## src/rtl/fractal_pkg.sv

```systemverilog
// Shared types for the fractal stream path: palette mode, sequencer states, coordinate width.
// Combinational helpers only; no latency or backpressure of their own.
package fractal_pkg;
  localparam int COORD_W = 11;

  typedef logic [3:0] mode_t;

  typedef enum logic [1:0] {
    IDLE,
    RUN,
    DRAIN
  } seq_state_t;

  function automatic mode_t next_mode(input mode_t m, input int num_modes);
    return (int'(m) == num_modes - 1) ? mode_t'(0) : m + mode_t'(1);
  endfunction
endpackage

```

## src/rtl/fractal_xy_counter.sv

```systemverilog
// Raster x/y counter with registered end-of-line/end-of-frame flags; 1-cycle update per advance.
// Holds position whenever advance is low, which is how downstream stalls freeze the raster.
module fractal_xy_counter
  import fractal_pkg::*;
#(
  parameter int WIDTH  = 1920,
  parameter int HEIGHT = 1080
) (
  input  logic               clk,
  input  logic               reset,
  input  logic               advance,
  output logic [COORD_W-1:0] x,
  output logic [COORD_W-1:0] y,
  output logic               last_in_line,
  output logic               last_in_frame
);
  logic [COORD_W-1:0] nx, ny;

  always_comb begin
    nx = x;
    ny = y;
    if (advance) begin
      if (last_in_line) begin
        nx = '0;
        ny = last_in_frame ? '0 : y + COORD_W'(1);
      end else begin
        nx = x + COORD_W'(1);
      end
    end
  end

  // Flags are computed from the next position so they line up with the registered x/y.
  always_ff @(posedge clk) begin
    if (reset) begin
      x             <= '0;
      y             <= '0;
      last_in_line  <= 1'b0;
      last_in_frame <= 1'b0;
    end else begin
      x             <= nx;
      y             <= ny;
      last_in_line  <= (nx == COORD_W'(WIDTH - 1));
      last_in_frame <= (nx == COORD_W'(WIDTH - 1)) && (ny == COORD_W'(HEIGHT - 1));
    end
  end
endmodule

```

## src/rtl/fractal_stream_sequencer.sv

```systemverilog
// Raster sequencer for the colorizer: emits x/y beats with sideband, switches mode only between frames; outputs registered, first beat 1 cycle after enable.
// A beat holds while ready is low; dropping enable drains the current frame before going idle.
module fractal_stream_sequencer
  import fractal_pkg::*;
#(
  parameter int WIDTH            = 1920,
  parameter int HEIGHT           = 1080,
  parameter int NUM_MODES        = 8,
  parameter int MODE_HOLD_FRAMES = 120
) (
  input  logic               clk,
  input  logic               reset,
  input  logic               enable,
  input  logic               auto_cycle,
  input  logic [3:0]         mode_req,
  input  logic               mode_req_valid,
  input  logic               ready,
  output mode_t              mode,
  output logic [COORD_W-1:0] x,
  output logic [COORD_W-1:0] y,
  output logic               frame_start,
  output logic               line_end,
  output logic               data_enable,
  output logic               busy
);
  localparam int HOLD_W = $clog2(MODE_HOLD_FRAMES) + 1;

  seq_state_t        state;
  mode_t             pend;
  logic              pend_vld;
  logic [HOLD_W-1:0] hold;
  logic              xfer, last_in_frame, frame_done, start_frame, req_ok;

  assign xfer        = data_enable & ready;
  assign frame_done  = xfer & last_in_frame;
  assign start_frame = enable & ((state == IDLE) | frame_done);
  assign req_ok      = mode_req_valid && (int'(mode_req) < NUM_MODES);

  fractal_xy_counter #(
    .WIDTH (WIDTH),
    .HEIGHT(HEIGHT)
  ) u_xy (
    .clk          (clk),
    .reset        (reset),
    .advance      (xfer),
    .x            (x),
    .y            (y),
    .last_in_line (line_end),
    .last_in_frame(last_in_frame)
  );

  always_ff @(posedge clk) begin
    if (reset) begin
      state       <= IDLE;
      mode        <= '0;
      pend        <= '0;
      pend_vld    <= 1'b0;
      hold        <= '0;
      frame_start <= 1'b0;
      data_enable <= 1'b0;
      busy        <= 1'b0;
    end else begin
      case (state)
        IDLE: begin
          if (enable) begin
            state       <= RUN;
            data_enable <= 1'b1;
            busy        <= 1'b1;
            frame_start <= 1'b1;
          end
        end
        RUN, DRAIN: begin
          if (frame_done) begin
            state       <= enable ? RUN : IDLE;
            data_enable <= enable;
            busy        <= enable;
            frame_start <= enable;
          end else begin
            if (xfer) frame_start <= 1'b0;
            if (!enable) state <= DRAIN;
          end
        end
        default: state <= IDLE;
      endcase

      if (start_frame) begin
        if (pend_vld) begin
          mode     <= pend;
          pend_vld <= 1'b0;
          hold     <= '0;
        end else if (auto_cycle && hold == HOLD_W'(MODE_HOLD_FRAMES - 1)) begin
          mode <= next_mode(mode, NUM_MODES);
          hold <= '0;
        end else begin
          hold <= auto_cycle ? hold + HOLD_W'(1) : '0;
        end
      end

      // Placed after the boundary update so a same-cycle request survives as pending.
      if (req_ok) begin
        pend     <= mode_req;
        pend_vld <= 1'b1;
      end
    end
  end
endmodule
```

## config.mk

```make
export PLATFORM = sky130hd
export DESIGN_NAME = fractal_stream_sequencer
export DESIGN_NICKNAME = d
export VERILOG_FILES = /design/src/rtl/fractal_pkg.sv /design/src/rtl/fractal_xy_counter.sv /design/src/rtl/fractal_stream_sequencer.sv
export SDC_FILE = /design/constraint.sdc
export NUM_CORES = 1
export LEC_CHECK = 0
export CORE_MARGIN = 10
export CORE_UTILIZATION = 25
export CTS_CLUSTER_SIZE = 24
export DETAILED_ROUTE_END_ITERATION = 10
export DONT_BUFFER_PORTS = 1
export PLACE_DENSITY = 0.47
export SLEW_MARGIN = 20
export SYNTH_ARGS = -nofsm -noshare
export SYNTH_HDL_FRONTEND = slang
export SYNTH_SLANG_ARGS = --single-unit
```

## constraint.sdc

```tcl
create_clock -name clk -period 4 [get_ports clk]
set_clock_uncertainty 0.05 [all_clocks]
set_input_delay 0.6 -clock clk [delete_from_list [all_inputs] [get_ports clk]]
set_output_delay 0.6 -clock clk [all_outputs]
set_load 0.05 [all_outputs]
```

Yosys cells after proc, flatten, opt, wreduce, memory -nomap -nowiden --
Cells that the tools add are included.
Storage, ports and cells: register bits after elaboration 45, bits of input ports 10, output and inout port bits 30, logic and storage cells 66
Operators by class: add/subtract/negate cells 4, magnitude comparators 1, eq/ne operators 10, muxes and demuxes 24, bitwise gates (word level) 4, reduce and logical (&&, ||, !) cells 12
Operators with widths (number):
- 2-to-1 mux 11 bit | 5
- 2-to-1 mux 8 bit | 3
- adder 11 x 1 -> 11 bit (second input constant) | 2
- equality test 11 bit (second input constant) | 2
- 2-to-1 mux 4 bit | 3
- adder 8 x 1 -> 8 bit (second input constant) | 1
- equality test 8 x 7 -> 1 bit (second input constant) | 1
- 2-to-1 mux 1 bit | 7
- 2-to-1 mux 2 bit | 3
- inequality test 3 bit (second input constant) | 2
- AND reduction 3 bit | 2
- nonzero test 2 bit | 3
- adder 4 x 1 -> 4 bit (second input constant) | 1
- equality test 4 bit (second input constant) | 1
- less-than comparator 4 bit (second input constant) | 1
- inequality test 2 bit (second input constant) | 2
- one-hot mux 1 bit (2 select lines) | 2
- one-hot mux 2 bit (2 select lines) | 1
- AND reduction 2 bit | 2
- bitwise AND 1 bit | 3
- logical AND 1 bit | 3
- equality test 2 x 1 -> 1 bit (second input constant) | 1
- equality test 2 bit (second input constant) | 1
- zero test 2 bit | 1
- 2 further kinds | 2

Longest topological paths before layout --
word-level depth 6, gate-level depth with buffers 8, gate-level depth less buffers 7

Cells and area by module --
A second synthesis with hierarchy kept.
Second synthesis, totals: cells, all modules 296, area total of the unflattened synthesis 2548.7 um^2
Modules (own cells, without submodules):
- fractal_xy_counter | instances 1, cells an instance 170, area an instance 1378.8 um^2, sequential area each 480.5 um^2
- fractal_stream_sequencer | instances 1, cells an instance 126, area an instance 1169.9 um^2, sequential area each 420.4 um^2

Least setup slack after synthesis --
OpenSTA, ideal clock, no wires.
kind flip-flop to flip-flop, start register, netlist name busy, end register u_xy.last_in_frame, setup time 87 ps, arrival time 2188 ps, required time 3863 ps, slack 1675 ps, cell stages (with the launch flop) 8, buffers on the path 1, period minus slack after synthesis 2325 ps, cells stage by stage dfxtp_1 -> buf_2 -> nand3_2 -> nor2_1 -> xor2_1 -> a2111oi_0 -> nand3_1 -> nor4b_4
RTL lines:
- to (signal assigned) | line fractal_xy_counter.sv:43 | last_in_frame <= (nx == COORD_W'(WIDTH - 1)) && (ny == COORD_W'(HEIGHT - 1));
- to (decl) | line fractal_xy_counter.sv:15 | output logic last_in_frame

Worst setup path after layout --
start register u_xy.x[0], end register u_xy.last_in_frame
Between the ends: word-level cells in the longest chain between the ends 5
Ends and longest elaborated chain:
- from (decl) | line fractal_xy_counter.sv:12 | output logic [COORD_W-1:0] x,
- from (signal assigned) | line fractal_xy_counter.sv:40 | x <= nx;
- adder 11 x 1 -> 11 bit | line fractal_xy_counter.sv:27 | nx = x + COORD_W'(1);
- 2-to-1 mux 11 bit | line fractal_xy_counter.sv:23 | if (last_in_line) begin
- 2-to-1 mux 11 bit (*) | line fractal_xy_counter.sv:22 | if (advance) begin
- equality test 11 bit (*) | line fractal_xy_counter.sv:43
- logical AND 1 bit (*) | line fractal_xy_counter.sv:43
Every way passes the cells marked *; elsewhere a longest branch is shown, timed or not. A chain may end at the register's enable or synchronous reset.

==> results.toml <==
[hold_path]
endpoint_worst_hold = "pend[2]$_SDFFE_PP0P_"
min_delay_path_depth = 1
hold_path.startpoint = "reset"
timing.hold.worst.class = "in -> reg"

[global_route]
maximum_number_of_pins_on_one_net_before_global_route_repair = 24
all_layer_gr_usage = 0.0847
gr-total-overflow = 0
grt_pass1_vias = 1775
antenna_found_initial = 0
grt_first_pass_wirelength_um = 9150

[sta]
hold_slack_ns = 0.317
count_of_endpoints_failing_setup_in_the_final_report = 0
timing.slew.headroom = 0.454
worst_slew_pin_slew_ns = 0.818
slew_viol_final = 0
period_minus_slack_ns = 2.62
rsz0062_at_grt = "false"
fmax_mhz = 382
hold_viol = 0
layout_worst_path_cycle_share = 0.654
setup_tns_ns = 0

[worst_setup_path]
critPathSlowestCell = "sky130_fd_sc_hd__dfxtp_1"
timing.critical_path.from_type = "flip-flop"
setup.worst_path.start = "u_xy.x[0]$_SDFF_PP0_"
regToRegEndpoint = "u_xy.last_in_frame$_SDFF_PP0_"
timing.critical_path.max_delay_family = "simple AND/OR/NAND/NOR gates"
list_of_cells_traversed_by_the_critical_path = "ha_1, nand2_1, nor4_4, xnor2_1, nor3_1, o2111a_2, nor4b_4"
r2r.worst_path.cells = 7
critPathCaptureType = "flip-flop"
timing.reg2reg.setup_slack_ns = 1.38
cp_data_required_time_ns = 4.17
critical_path.max_fanout = 10
worst-setup-path-type = "reg -> reg"
arrival_ns = 2.78
regToRegStartpoint = "u_xy.x[0]$_SDFF_PP0_"
cpPeakStageDelay_ns = 0.85
worstPathBufferInverterCount = 0

[floorplanning]
floorplan.die.height_um = 117
num_rows = 35
num_io_pins = 40
die_width_um = 117
floorplan_die_area_sq_um = 13600
core_region_area_sq_um = 9150
start_util = 0.255

[synth]
ys_dominant_reg_cell = "sky130_fd_sc_hd__dfxtp_1"
synth_top_family_by_area = "simple AND/OR/NAND/NOR gates"
mappedNetlistArea_sq_um = 2330
synth-compound-area-share = 0.133
post_synth.cell_area_avg_sq_um = 8.48
synth_simple_gate_area_share = 0.297
post_synth_fa_ha_maj_area_fraction = 0.0322
yosysWarnings = 0
synth_seq_cells = 45
synth_nets = 291
synth_edf_count = 0
ys_types = 50
netlist_instances = 275
async_reset_ff_frac = 0
synthMuxAreaShare = 0.0215
synth_xor_xnor_area_share = 0.0901
synth_seq_area_share = 0.386

[clocking]
number_of_buffers_created_by_cts = 5
clk_transition_reported_paths_ns = 0.09
clock_tree_root_buffer_cell = "sky130_fd_sc_hd__clkbuf_8"
clock_latency_ns = 0.30
post_cts.repair.setup_buffers = 0
cts.sinks = 45
cts_repair_resize_count = 0
cts.htree.levels = 2
hold_buffers = 0
cts_tree = "done"
clock_path_buffers = 2

[layout]
postLayoutCoreUtil = 0.273
mostFrequentLayoutCells = "47 x sky130_fd_sc_hd__nor2_1, 45 x sky130_fd_sc_hd__dfxtp_1, 22 x sky130_fd_sc_hd__nand2_1"
most_common_library_cell_in_the_layout_ignoring_fill_and_taps = "sky130_fd_sc_hd__nor2_1"
diodes = 0
design.final.nets = 286
layoutNonFillerInstCount = 382
layout-area-overhead-vs-synth_pct = 6.97
final_layout_size_suffix_gt1_frac = 0.0738

[drt]
routed_wirelength_um = 5550
drt-pass1-iter-count = 4
ant_nets = 0
detailed_route_iter0_violations = 93
avgViaCountPerCell = 4.79
remaining_routing_drc_violations = 0
detailroute.via_count = 1831
routedWlPerCell_um = 14.5

[placed_design]
gp_congestion = 0.799
buffer_ports.inserted = 0
dpl.hpwl_um = 4150
dp_cells = 374

[power_and_ir_drop]
totalPowerFinal_mw = 0.873
pwr_density_cell_nw_per_um2 = 350
vdd.ir_drop.worst_mv = 0.145
power.static_leakage_nw = 0.833

[job]
maxcap_violations = 0

[status]
run_status = "complete, no violations"
[layer usage]
metal | share of wire | vias to the layer above | GRT usage
met5 | 0 | - | 0
met2 | 0.43 | 32 | 0.126
met4 | 0.012 | 0 | 0.0272
met1 | 0.46 | 848 | 0.102
li1 | - | 947 | -
met3 | 0.099 | 4 | 0.0467
[worst register-to-register path: cells and delay by family, from the launching register on]
kind,cells,cell delay (ns)
fa+ha+maj,1,0.41
compound gates,1,0.23
simple gates,4,0.88
xor+xnor,1,0.12
flops,1,0.85
[report_power, final]
part / internal (mW) / switching (mW) / leakage (nW)
sequential: 0.462 / 0.0353 / 0.364
combinational: 0.0335 / 0.0607 / 0.431
clock: 0.124 / 0.157 / 0.0385
total: 0.620 / 0.253 / 0.833
[how the worst max path moves through the flow]
stage | to | slack, ns | cells past startpoint
3_3_place_gp | u_xy.last_in_frame$_SDFF_PP0_ | 1.43 | 7
5_1_grt | u_xy.last_in_frame$_SDFF_PP0_ | 1.16 | 6
3_5_place_dp | u_xy.last_in_frame$_SDFF_PP0_ | 1.40 | 7
2_1_floorplan | u_xy.last_in_frame$_SDFF_PP0_ | 1.68 | 7
4_1_cts | u_xy.last_in_frame$_SDFF_PP0_ | 1.37 | 7
6_report | u_xy.last_in_frame$_SDFF_PP0_ | 1.38 | 7
[stage by stage]
step           area (sq um)  setup slack, ns
6_report               2490             1.38
5_1_grt                2490             1.16
4_1_cts                2490             1.37
3_5_place_dp           2410             1.40
3_3_place_gp           2410             1.43
2_1_floorplan          2330             1.68
[cell families (layout without fill, tap and decap cells)]
family / Yosys count / count (layout)
flip-flops: 45 / 45
multiplexers: 5 / 5
AO/OA/AOI/OAI: 46 / 46
AND/OR/NAND/NOR: 129 / 129
buffers and inverters: 20 / 16
adder cells (fa/ha/maj): 6 / 6
XOR/XNOR: 24 / 24
[area by class of cell]
| cell class | instances | area [sq um] |
|---|---|---|
| fillers | 984 | 6660 |
| multi-input cells | 210 | 1340 |
| flip-flops and latches | 45 | 901 |
| well taps | 111 | 139 |
| clock buffers | 7 | 76.3 |
| inverters | 7 | 26.3 |
| clock inverters | 1 | 7.51 |
| repair buffers | 1 | 7.51 |
[synthesized netlist by cell type, types with 2 or more instances]
library cell	instances	share of area
sky130_fd_sc_hd__a211oi_1	5	0.016
sky130_fd_sc_hd__a21o_1	2	0.0064
sky130_fd_sc_hd__a21oi_1	20	0.043
sky130_fd_sc_hd__a22oi_1	2	0.0064
sky130_fd_sc_hd__and3_2	2	0.0064
sky130_fd_sc_hd__buf_2	3	0.0064
sky130_fd_sc_hd__buf_4	2	0.0064
sky130_fd_sc_hd__clkbuf_1	7	0.011
sky130_fd_sc_hd__dfxtp_1	45	0.39
sky130_fd_sc_hd__ha_1	6	0.032
sky130_fd_sc_hd__inv_1	7	0.011
sky130_fd_sc_hd__mux2i_1	5	0.021
sky130_fd_sc_hd__nand2_1	22	0.035
sky130_fd_sc_hd__nand3_1	13	0.028
sky130_fd_sc_hd__nand3b_1	2	0.0064
sky130_fd_sc_hd__nand4_1	5	0.013
sky130_fd_sc_hd__nand4b_1	2	0.0075
sky130_fd_sc_hd__nor2_1	47	0.076
sky130_fd_sc_hd__nor2b_1	5	0.013
sky130_fd_sc_hd__nor3_1	13	0.028
sky130_fd_sc_hd__nor3b_1	2	0.0064
sky130_fd_sc_hd__o21ai_0	7	0.015
sky130_fd_sc_hd__or3_1	2	0.0054
sky130_fd_sc_hd__xnor2_1	12	0.045
sky130_fd_sc_hd__xor2_1	12	0.045
[flip-flops by register name, summed over array words and instances (netlist names)]
signal	cells
u_xy.x	11
u_xy.y	11
hold	8
mode	4
pend	4
state	2
busy	1
frame_start	1
pend_vld	1
u_xy.last_in_frame	1
u_xy.last_in_line	1
No activity file was read; power rests on OpenSTA's default activity.
